`src/rtl/mm_ln_out_pack.sv`:
```
// mm_ln_out_pack: packs the D_W-bit mm_ln result stream into 32-bit AXI-stream words
// for the S2MM DMA channel.
//
// Lane order is little-endian: element k of a word sits in bits [k*D_W +: D_W].
// The block generates tlast itself after frame_len elements and sets tkeep on a short final word.
// Upstream in_tlast is only checked against frame_len. A mismatch sets the sticky err_len flag.
//
// Handshakes (both sides): a transfer happens on a rising clk edge when valid && ready.
// A producer never withdraws valid, and never changes its payload, until that transfer happens.
//
// Ports
//   clk, rst            single clock, synchronous active-high reset
//   frame_len           elements per frame, sampled on the first element of a frame (0 acts as 1)
//   in_tdata/tvalid/tready/tlast   element input from mm_ln
//   m_axis_tdata/tkeep/tlast/tvalid/tready   packed word output to the DMA
//   err_len             sticky upstream tlast/length mismatch flag
//   state_dbg           0 = IDLE (waiting for a frame's first element), 1 = RUN
//   word_cnt, frame_cnt saturating handshake / frame counters (only with PACK_STATS_EN)
//
// Build option: define PACK_STATS_EN to add word_cnt and frame_cnt.
module mm_ln_out_pack #(
    parameter int D_W          = 8,
    parameter int MATRIXSIZE_W = 16
) (
    input  logic                    clk,
    input  logic                    rst,
    input  logic [MATRIXSIZE_W-1:0] frame_len,
    input  logic [D_W-1:0]          in_tdata,
    input  logic                    in_tvalid,
    output logic                    in_tready,
    input  logic                    in_tlast,
    output logic [31:0]             m_axis_tdata,
    output logic [3:0]              m_axis_tkeep,
    output logic                    m_axis_tlast,
    output logic                    m_axis_tvalid,
    input  logic                    m_axis_tready,
    output logic                    err_len,
`ifdef PACK_STATS_EN
    output logic [31:0]             word_cnt,
    output logic [15:0]             frame_cnt,
`endif
    output logic                    state_dbg
);

    localparam int LANES  = 32 / D_W;
    localparam int LANE_W = (LANES > 1) ? $clog2(LANES) : 1;

    typedef enum logic {IDLE, RUN} state_t;

    state_t                  state_q, state_d;
    logic [LANE_W-1:0]       lane_cnt_q, lane_cnt_d;
    logic [MATRIXSIZE_W-1:0] elem_cnt_q, elem_cnt_d;
    logic [MATRIXSIZE_W-1:0] flen_q, flen_d;
    logic [31:0]             acc_data_q, acc_data_d;
    logic [3:0]              acc_keep_q, acc_keep_d;
    logic                    acc_last_q, acc_last_d;
    logic                    acc_full_q, acc_full_d;
    logic [31:0]             obuf_data_q, obuf_data_d;
    logic [3:0]              obuf_keep_q, obuf_keep_d;
    logic                    obuf_last_q, obuf_last_d;
    logic                    obuf_valid_q, obuf_valid_d;
    logic                    err_q, err_d;
`ifdef PACK_STATS_EN
    logic [31:0]             word_cnt_q, word_cnt_d;
    logic [15:0]             frame_cnt_q, frame_cnt_d;
`endif

    logic                    obuf_free;
    logic                    accept;
    logic [MATRIXSIZE_W-1:0] cur_flen;
    logic                    last_elem;
    logic                    close_word;
    logic [31:0]             word;
    logic [3:0]              keep;

    always_comb begin
        state_d      = state_q;
        lane_cnt_d   = lane_cnt_q;
        elem_cnt_d   = elem_cnt_q;
        flen_d       = flen_q;
        acc_data_d   = acc_data_q;
        acc_keep_d   = acc_keep_q;
        acc_last_d   = acc_last_q;
        acc_full_d   = acc_full_q;
        obuf_data_d  = obuf_data_q;
        obuf_keep_d  = obuf_keep_q;
        obuf_last_d  = obuf_last_q;
        obuf_valid_d = obuf_valid_q;
        err_d        = err_q;
`ifdef PACK_STATS_EN
        word_cnt_d   = word_cnt_q;
        frame_cnt_d  = frame_cnt_q;
`endif

        // obuf can take a new word this cycle if it is empty or is draining now.
        obuf_free = !obuf_valid_q || m_axis_tready;
        in_tready = !rst && (!acc_full_q || obuf_free);
        accept    = in_tvalid && in_tready;

        // While IDLE the incoming element starts a frame, so use the live frame_len.
        if (state_q == IDLE) begin
            cur_flen = (frame_len == '0) ? MATRIXSIZE_W'(1) : frame_len;
        end else begin
            cur_flen = flen_q;
        end
        last_elem  = (elem_cnt_q == cur_flen - MATRIXSIZE_W'(1));
        close_word = last_elem || (lane_cnt_q == LANE_W'(LANES - 1));

        // A completed acc only ever sits there while obuf is occupied, so lane_cnt is 0 here
        // and the new element starts from an empty word.
        word = acc_full_q ? 32'h0 : acc_data_q;
        word[lane_cnt_q * D_W +: D_W] = in_tdata;
        for (int b = 0; b < 4; b++) begin
            keep[b] = (b * 8) < ((int'(lane_cnt_q) + 1) * D_W);
        end

        if (obuf_valid_q && m_axis_tready) begin
            obuf_valid_d = 1'b0;
`ifdef PACK_STATS_EN
            if (word_cnt_q != '1) word_cnt_d = word_cnt_q + 32'd1;
            if (obuf_last_q && frame_cnt_q != '1) frame_cnt_d = frame_cnt_q + 16'd1;
`endif
        end

        // Completed acc moves into obuf as soon as obuf frees up, even in its drain cycle.
        if (acc_full_q && obuf_free) begin
            obuf_data_d  = acc_data_q;
            obuf_keep_d  = acc_keep_q;
            obuf_last_d  = acc_last_q;
            obuf_valid_d = 1'b1;
            acc_full_d   = 1'b0;
            acc_data_d   = 32'h0;
        end

        if (accept) begin
            if (in_tlast != last_elem) err_d = 1'b1;

            if (close_word) begin
                lane_cnt_d = '0;
            end else begin
                lane_cnt_d = lane_cnt_q + LANE_W'(1);
            end

            if (last_elem) begin
                elem_cnt_d = '0;
                state_d    = IDLE;
            end else begin
                elem_cnt_d = elem_cnt_q + MATRIXSIZE_W'(1);
                state_d    = RUN;
            end
            if (state_q == IDLE) flen_d = cur_flen;

            // A closing word bypasses acc when obuf can take it, giving one-cycle latency.
            if (close_word && obuf_free && !acc_full_q) begin
                obuf_data_d  = word;
                obuf_keep_d  = keep;
                obuf_last_d  = last_elem;
                obuf_valid_d = 1'b1;
                acc_data_d   = 32'h0;
                acc_full_d   = 1'b0;
            end else begin
                acc_data_d   = word;
                acc_keep_d   = keep;
                acc_last_d   = last_elem;
                acc_full_d   = close_word;
            end
        end
    end

    always_ff @(posedge clk) begin
        if (rst) begin
            state_q      <= IDLE;
            lane_cnt_q   <= '0;
            elem_cnt_q   <= '0;
            flen_q       <= '0;
            acc_data_q   <= '0;
            acc_keep_q   <= '0;
            acc_last_q   <= 1'b0;
            acc_full_q   <= 1'b0;
            obuf_data_q  <= '0;
            obuf_keep_q  <= '0;
            obuf_last_q  <= 1'b0;
            obuf_valid_q <= 1'b0;
            err_q        <= 1'b0;
`ifdef PACK_STATS_EN
            word_cnt_q   <= '0;
            frame_cnt_q  <= '0;
`endif
        end else begin
            state_q      <= state_d;
            lane_cnt_q   <= lane_cnt_d;
            elem_cnt_q   <= elem_cnt_d;
            flen_q       <= flen_d;
            acc_data_q   <= acc_data_d;
            acc_keep_q   <= acc_keep_d;
            acc_last_q   <= acc_last_d;
            acc_full_q   <= acc_full_d;
            obuf_data_q  <= obuf_data_d;
            obuf_keep_q  <= obuf_keep_d;
            obuf_last_q  <= obuf_last_d;
            obuf_valid_q <= obuf_valid_d;
            err_q        <= err_d;
`ifdef PACK_STATS_EN
            word_cnt_q   <= word_cnt_d;
            frame_cnt_q  <= frame_cnt_d;
`endif
        end
    end

    assign m_axis_tdata  = obuf_data_q;
    assign m_axis_tkeep  = obuf_keep_q;
    assign m_axis_tlast  = obuf_last_q;
    assign m_axis_tvalid = obuf_valid_q;
    assign err_len       = err_q;
    assign state_dbg     = (state_q == RUN);
`ifdef PACK_STATS_EN
    assign word_cnt      = word_cnt_q;
    assign frame_cnt     = frame_cnt_q;
`endif

endmodule

```
`config.mk`:
```
export PLATFORM = sky130hd
export DESIGN_NAME = mm_ln_out_pack
export DESIGN_NICKNAME = d
export VERILOG_FILES = /design/src/rtl/mm_ln_out_pack.sv
export SDC_FILE = /design/constraint.sdc
export NUM_CORES = 1
export LEC_CHECK = 0
export ABC_AREA = 1
export BUFFER_PORTS_ARGS = -buffer_cell sky130_fd_sc_hd__buf_2
export CAP_MARGIN = 15
export CORE_MARGIN = 4
export CORE_UTILIZATION = 45
export DETAILED_ROUTE_END_ITERATION = 6
export PLACE_DENSITY = 0.63
export SLEW_MARGIN = 25
export SYNTH_ARGS = -nofsm -noshare
export SYNTH_HDL_FRONTEND = slang
export SYNTH_SLANG_ARGS = --single-unit
```
`constraint.sdc`:
```
create_clock -name clk -period 4.8 [get_ports clk]
set_clock_uncertainty 0.1 [all_clocks]
set_input_delay 0.72 -clock clk [delete_from_list [all_inputs] [get_ports clk]]
set_output_delay 0.72 -clock clk [all_outputs]
set_load 0.01 [all_outputs]
```
==> impl_metrics.toml, run 1 <==
[floorplanning]
start_util_pct = 45.7
rows = 43
die_height_um = 126
die_w_um = 126
core_area_sq_mm = 0.0138
dieArea_sq_mm = 0.0160
io_pins = 70

[detailed_routing]
route.detailed.drc = 0
final_antenna_net_count = 0
dr.pass1.iters = 7
vias = 6013
drt_iter0_markers = 448
routed_wl_mm = 16.9
wl_per_cell_um = 14.7
viasPerCell = 5.23

[timing]
drv_slew = 0
max_slew_margin_pct = 50.6
fin_crit_ps = 3790
rsz0062_at_grt = "no"
worst_pin_slew_ps = 741
finalSetupViolations = 0
fin_ws_ps = 1010
hold_violations = 0
fmax_mhz = 264
finalSetupTns_ps = 0
finalCritPeriodShare_pct = 78.9

[power]
p_seq_share_pct = 47.4
p_sw_share_pct = 27.2
ir_worst_vdd_mv = 0.177
clockPowerShare_pct = 39.6
p_int_mw = 1.48
p_sw_uw = 553
comb_power_share_pct = 13.0
leakagePower_nw = 3.47
p_per_area_mw_per_mm2 = 288

[yosys]
synth_nets = 962
seq_area_frac_synth_pct = 35.5
synth_ff_type = "dfxtp_1"
synthCells = 924
syn_area_sq_mm = 0.00632
synth_top_area_share_pct = 35.5
async_flop_share_pct = 0
netlist-cell-type-count = 43
synth.area.top_cells = "dfxtp_1 35%, nand2_1 11%, nor2_1 9.5%"
ys_seq_elements = 112
synth.yosys.warnings = 0
synth_top_area_cell = "dfxtp_1"
synth_edf_count = 0
avgSynthCellArea_sq_um = 6.84

[setup_path]
slowest_stage = "dfxtp_1"
startpoint_type = "flop"
reg2reg_depth = 17
cp-end-kind = "flop"
worstPathArrival_ps = 3980
r2r_start = "state_dbg"
cp_max_fo = 44
cp_cell_sequence = "nand2_1, nand2_1, ha_1, nand3_2, nor2_4, nand3_1, nor2_1, xor2_1, nand3_1, nor2_1, nand3_4, nand2_4, nand3_4, buf_12, nand2_1, nand2_1, nor2_1"
timing.rr.end = "m_axis_tdata[2]"
cpPeakStageDelay_ps = 790
crit_type = "reg2reg"
crit_start = "state_dbg"
required_ps = 5000
ff2ff_setup_slack_ps = 1010
crit_top_cell = "nand2_1"

[final_layout]
nets = 1003
drive_above_1_share_pct = 13.2
antenna_cells = 0
n_fill_cell = 1389
area_growth_pct = 11.6

[global_routing]
grt_max_degree = 62
grt_pass1_vias = 5472
antenna_found_initial = 0
grt_first_pass_wirelength_mm = 27.8
track_usage_pct = 21.1
overflow = 0

[clock_network]
clk_path_buf_depth = 2
cts_tree = "built"
clock_latency_ps = 360
htree_levels = 3
numCtsBuffers = 9
ctsResizeCount = 0
holdBufCountCts = 0
cts_setup_buffers = 0
cts.sinks = 112
clk_pin_slew_ps = 70
clockRootBuffer = "clkbuf_16"

[min_path]
hold_path_class = "reg2reg"
whs_path_depth = 2
hold_start = "flen_q[0]"
hold_path_end = "flen_q[0]"

[placed_design]
gp_congestion = 0.939
io_buffers = 69
hpwl_mm = 11.3
place_ws_ps = 831

[job]
cap_violations = 0

[run_status]
outcome = "finished, final reports clean"
cells in the mapped netlist (3+ instances only):
master    count
mux2i_1      19
nand3_1      55
nand4_1      14
ha_1          9
dfxtp_1     112
nand3b_1      7
xor2_1       23
o21ai_0      23
nor2_2        6
xnor2_1       3
a21oi_1      69
clkbuf_1     28
a31oi_1       9
buf_6         8
nor4_1        3
o32ai_1      16
nor2_1      160
a32oi_1      16
o21ai_2       8
inv_1       100
o21ai_1       5
nand2_1     189
buf_1         6
buf_2         7
inv_2         3
cells in the final DEF (no fill, tap or decap), drive strengths merged, types with 4 or more instances in the layout:
cell type  netlist  layout
nand3b           7       7
dfxtp          112     112
nand3           59      59
ha               9       9
nand4           14      14
buf             21      79
xor2            23      23
inv            103     104
mux2i           19      19
clkbuf          28      12
a32oi           16      16
nor2           168     168
o32ai           16      16
a31oi            9       9
clkinv           2       4
o21ai           36      36
nand2          193     193
a21oi           69      69
sequential cells by signal, indices dropped and copies added, names as in the netlist:
signal         count
lane_cnt_q         2
acc_full_q         1
acc_keep_q         4
m_axis_tlast       1
acc_data_q        32
m_axis_tdata      32
m_axis_tkeep       4
state_dbg          1
m_axis_tvalid      1
elem_cnt_q        16
flen_q            16
acc_last_q         1
err_len            1
final cells by class:
class                   instances  area (sq um)  area share, %
multi-input cells             658          3440           48.8
flip-flops and latches        112          2240           31.8
repair buffers                 79           433           6.14
inverters                     105           394           5.59
clock buffers                  12           267           3.78
well taps                     180           225           3.19
clock inverters                 4          48.8          0.692
critical path: cells and delay by family, from the launching register on:
family / cells / cell delay, ps
xor gates and xnor gates: 1 / 210
adders and majority gates: 1 / 240
buffers and inverters: 1 / 310
DFF: 1 / 790
and+or+nand+nor: 14 / 2050
per-layer routing:
metal	routed length [um]	part of all wire, %	global-route usage (%)	vias up
li1	-	-	-	3088
met1	8620	51	31.5	2748
met2	7020	41	30.0	165
met3	1140	6.8	5.68	12
met4	161	0.95	5.17	0
met5	0	0	0	-
logic make-up after synthesis:
group	synth area share [%]
AO/OA/AOI/OAI	14.9
XOR/XNOR	3.96
adder cells (fa/ha/maj)	1.78
buffers and inverters	10.2
flip-flops	35.5
multiplexers	3.01
AND/OR/NAND/NOR	30.7
metrics by stage:
step | instances | power, mW | hold slack, ps | instance area, sq um | utilization (%)
final | 1150 | 2.03 | 358 | 7050 | 51.0
after floorplan | 924 | 1.17 | 329 | 6320 | -
after global routing | 1150 | 2.12 | 391 | 7050 | 51.0
after global placement | 1134 | 1.24 | 354 | 6740 | 48.7
after CTS | 1150 | 2.04 | 358 | 7050 | 51.0
after detailed placement | 1134 | 1.24 | 348 | 6740 | 48.7
power by group through the flow:
stage	combinational [mW]	clock, mW	sequential (mW)
6_report	0.264	0.805	0.962
4_1_cts	0.262	0.818	0.962
2_1_floorplan	0.195	0	0.978
5_1_grt	0.295	0.857	0.964
3_3_place_gp	0.260	0	0.983
3_5_place_dp	0.260	0	0.984
worst max path at each step:
stage,endpoint,slack [ps]
2_1_floorplan,m_axis_tdata[23],1660
3_3_place_gp,acc_last_q,930
3_5_place_dp,m_axis_tdata[2],830
4_1_cts,m_axis_tdata[2],1000
5_1_grt,m_axis_tdata[2],550
6_report,m_axis_tdata[2],1010
Note: power is estimated with default switching activity, not from simulation.
==> inputs of run 2 (changes only) <==
--- a/config.mk
+++ b/config.mk
@@ -11,7 +11,7 @@
 export CORE_MARGIN = 4
 export CORE_UTILIZATION = 45
 export DETAILED_ROUTE_END_ITERATION = 6
-export PLACE_DENSITY = 0.63
+export PLACE_DENSITY = 0.65
 export SLEW_MARGIN = 25
 export SYNTH_ARGS = -nofsm -noshare
 export SYNTH_HDL_FRONTEND = slang
==> constraint.sdc (replaced) <==
create_clock -name clk -period 3.45 [get_ports clk]
set_clock_uncertainty 0.1 [all_clocks]
set_input_delay 0.5175 -clock clk [delete_from_list [all_inputs] [get_ports clk]]
set_output_delay 0.5175 -clock clk [all_outputs]
set_load 0.01 [all_outputs]
==> run 2 against run 1 <==
- non-clock buffer count is 8 higher
- sequential share of layout area is 0.32 points lower
- largest cell class unchanged
- global-route usage fell by 0.15 points
- critical path depth down 1
- power up 40%
- die area did not move
- final cell count up 0.61%
- via count fell by 0.32%
- largest power group unchanged
- critical endpoint is now acc_data_q[18]
- routed wire length decreased by 2.1%
- clock-buffer cell count fell by 1
==> impl_metrics.toml, run 2 (synthesis results as in run 1) <==
[timing]
finalSetupTns_ps = 0
worst_pin_slew_ps = 816
fin_crit_ps = 2970
drv_slew = 0
finalCritPeriodShare_pct = 86.0
holdWs_ps = 352
fmax_mhz = 337
finalSetupViolations = 0
hold_violations = 0
rsz0062_at_grt = "no"
max_slew_margin_pct = 45.4

[floorplanning]
io_pins = 70
core_area_sq_mm = 0.0138
die_height_um = 126
rows = 43
die_w_um = 126
dieArea_sq_mm = 0.0160
start_util_pct = 45.7

[run_status]
outcome = "finished, final reports clean"

[setup_path]
worstPathArrival_ps = 3090
ff2ff_setup_slack_ps = 480
cp-end-kind = "flop"
reg2reg_depth = 16
crit_end = "acc_data_q[18]"
r2r_start = "state_dbg"
startpoint_type = "flop"
required_ps = 3570
crit_start = "state_dbg"
cp_max_fo = 27
timing.rr.end = "acc_data_q[18]"
crit_type = "reg2reg"

[final_layout]
antenna_cells = 0
layout.cells.non_filler = 1157
nets = 1011
final_cell_mix = "189 x nand2_1, 160 x nor2_1, 111 x dfxtp_1"
area_growth_pct = 12.8
n_fill_cell = 1396
drive_above_1_share_pct = 13.6
layout_commonest_cell = "nand2_1"
post-route-util_pct = 51.6

[clock_network]
numCtsBuffers = 9
cts_setup_buffers = 0
clk_pin_slew_ps = 70
cts.sinks = 112
clock_latency_ps = 360
clockRootBuffer = "clkbuf_16"
htree_levels = 3
cts_tree = "built"
clk_path_buf_depth = 2
holdBufCountCts = 0

[detailed_routing]
dr.pass1.iters = 6
wl_per_cell_um = 14.3
final_antenna_net_count = 0
route.detailed.drc = 0
vias = 5994
routed_wl_mm = 16.6
viasPerCell = 5.18
drt_iter0_markers = 533

[placed_design]
hpwl_mm = 11.5
gp_congestion = 0.882
dp.cells = 1142
io_buffers = 69

[global_routing]
grt_first_pass_wirelength_mm = 27.8
grt_max_degree = 62
antenna_found_initial = 0
track_usage_pct = 20.9
grt_pass1_vias = 5547
overflow = 0

[power]
leakagePower_nw = 3.50
ir_worst_vdd_mv = 0.196
p_per_area_mw_per_mm2 = 400

[min_path]
hold_path_class = "in2reg"
hold_start = "frame_len[12]"

[job]
cap_violations = 0
## run 2: worst min path at each step
stage | end | cells past startpoint
after global placement | flen_q[0] | 2
after floorplan | flen_q[0] | 2
after global routing | flen_q[12] | 3
after CTS | flen_q[12] | 3
after detailed placement | flen_q[0] | 2
final | flen_q[12] | 3
## run 2: area by class of cell
type / count / area, sq um / share of cell area, %
inverters: 105 / 394 / 5.53
flip-flops and latches: 112 / 2240 / 31.5
multi-input cells: 658 / 3440 / 48.3
repair buffers: 87 / 505 / 7.09
clock buffers: 11 / 243 / 3.41
well taps: 180 / 225 / 3.16
clock inverters: 4 / 76.3 / 1.07
## run 2: what timing repair did
action / in CTS / in global routing
gates resized for setup: 0 / 1
setup endpoints to repair: 0 / 20
hold endpoints to repair: 0 / 0
## run 2: stage by stage
| stage | total power, mW | setup slack (ps) | instance area (sq um) |
|---|---|---|---|
| 3_5_place_dp | 1.74 | 175 | 6810 |
| 4_1_cts | 2.87 | 318 | 7130 |
| 6_report | 2.85 | 484 | 7130 |
| 5_1_grt | 2.98 | 126 | 7130 |
| 3_3_place_gp | 1.73 | 231 | 6810 |
| 2_1_floorplan | 1.63 | 502 | 6320 |
## run 2: per-layer routing
| metal | routed length (um) | vias up | GRT usage [%] |
|---|---|---|---|
| li1 | - | 3112 | - |
| met1 | 8450 | 2703 | 31.7 |
| met2 | 6820 | 157 | 30.3 |
| met3 | 1080 | 22 | 3.49 |
| met4 | 240 | 0 | 6.37 |
| met5 | 0 | - | 0 |
## run 2: critical path: stages, from the launching register on
cell     delay (ps)
dfxtp_2         440
nand2_1         140
nand2_1         120
ha_1            190
nand3_2         110
nor2_4          130
nand3_1         130
nor2_1          140
xor2_1          220
nand3_1         100
nor2_1          180
nand3_4         110
nand2_4         110
nand2_2         210
buf_12          260
nand3_1          80
a21oi_1          70
## run 2: report_power, final
| group | leakage, nW | total [mW] | switching, mW | internal (mW) |
|---|---|---|---|---|
| clock | 0.152 | 1.14 | 0.484 | 0.656 |
| sequential | 0.907 | 1.33 | 0.0170 | 1.32 |
| combinational | 2.45 | 0.374 | 0.253 | 0.121 |
| total | 3.50 | 2.85 | 0.753 | 2.10 |
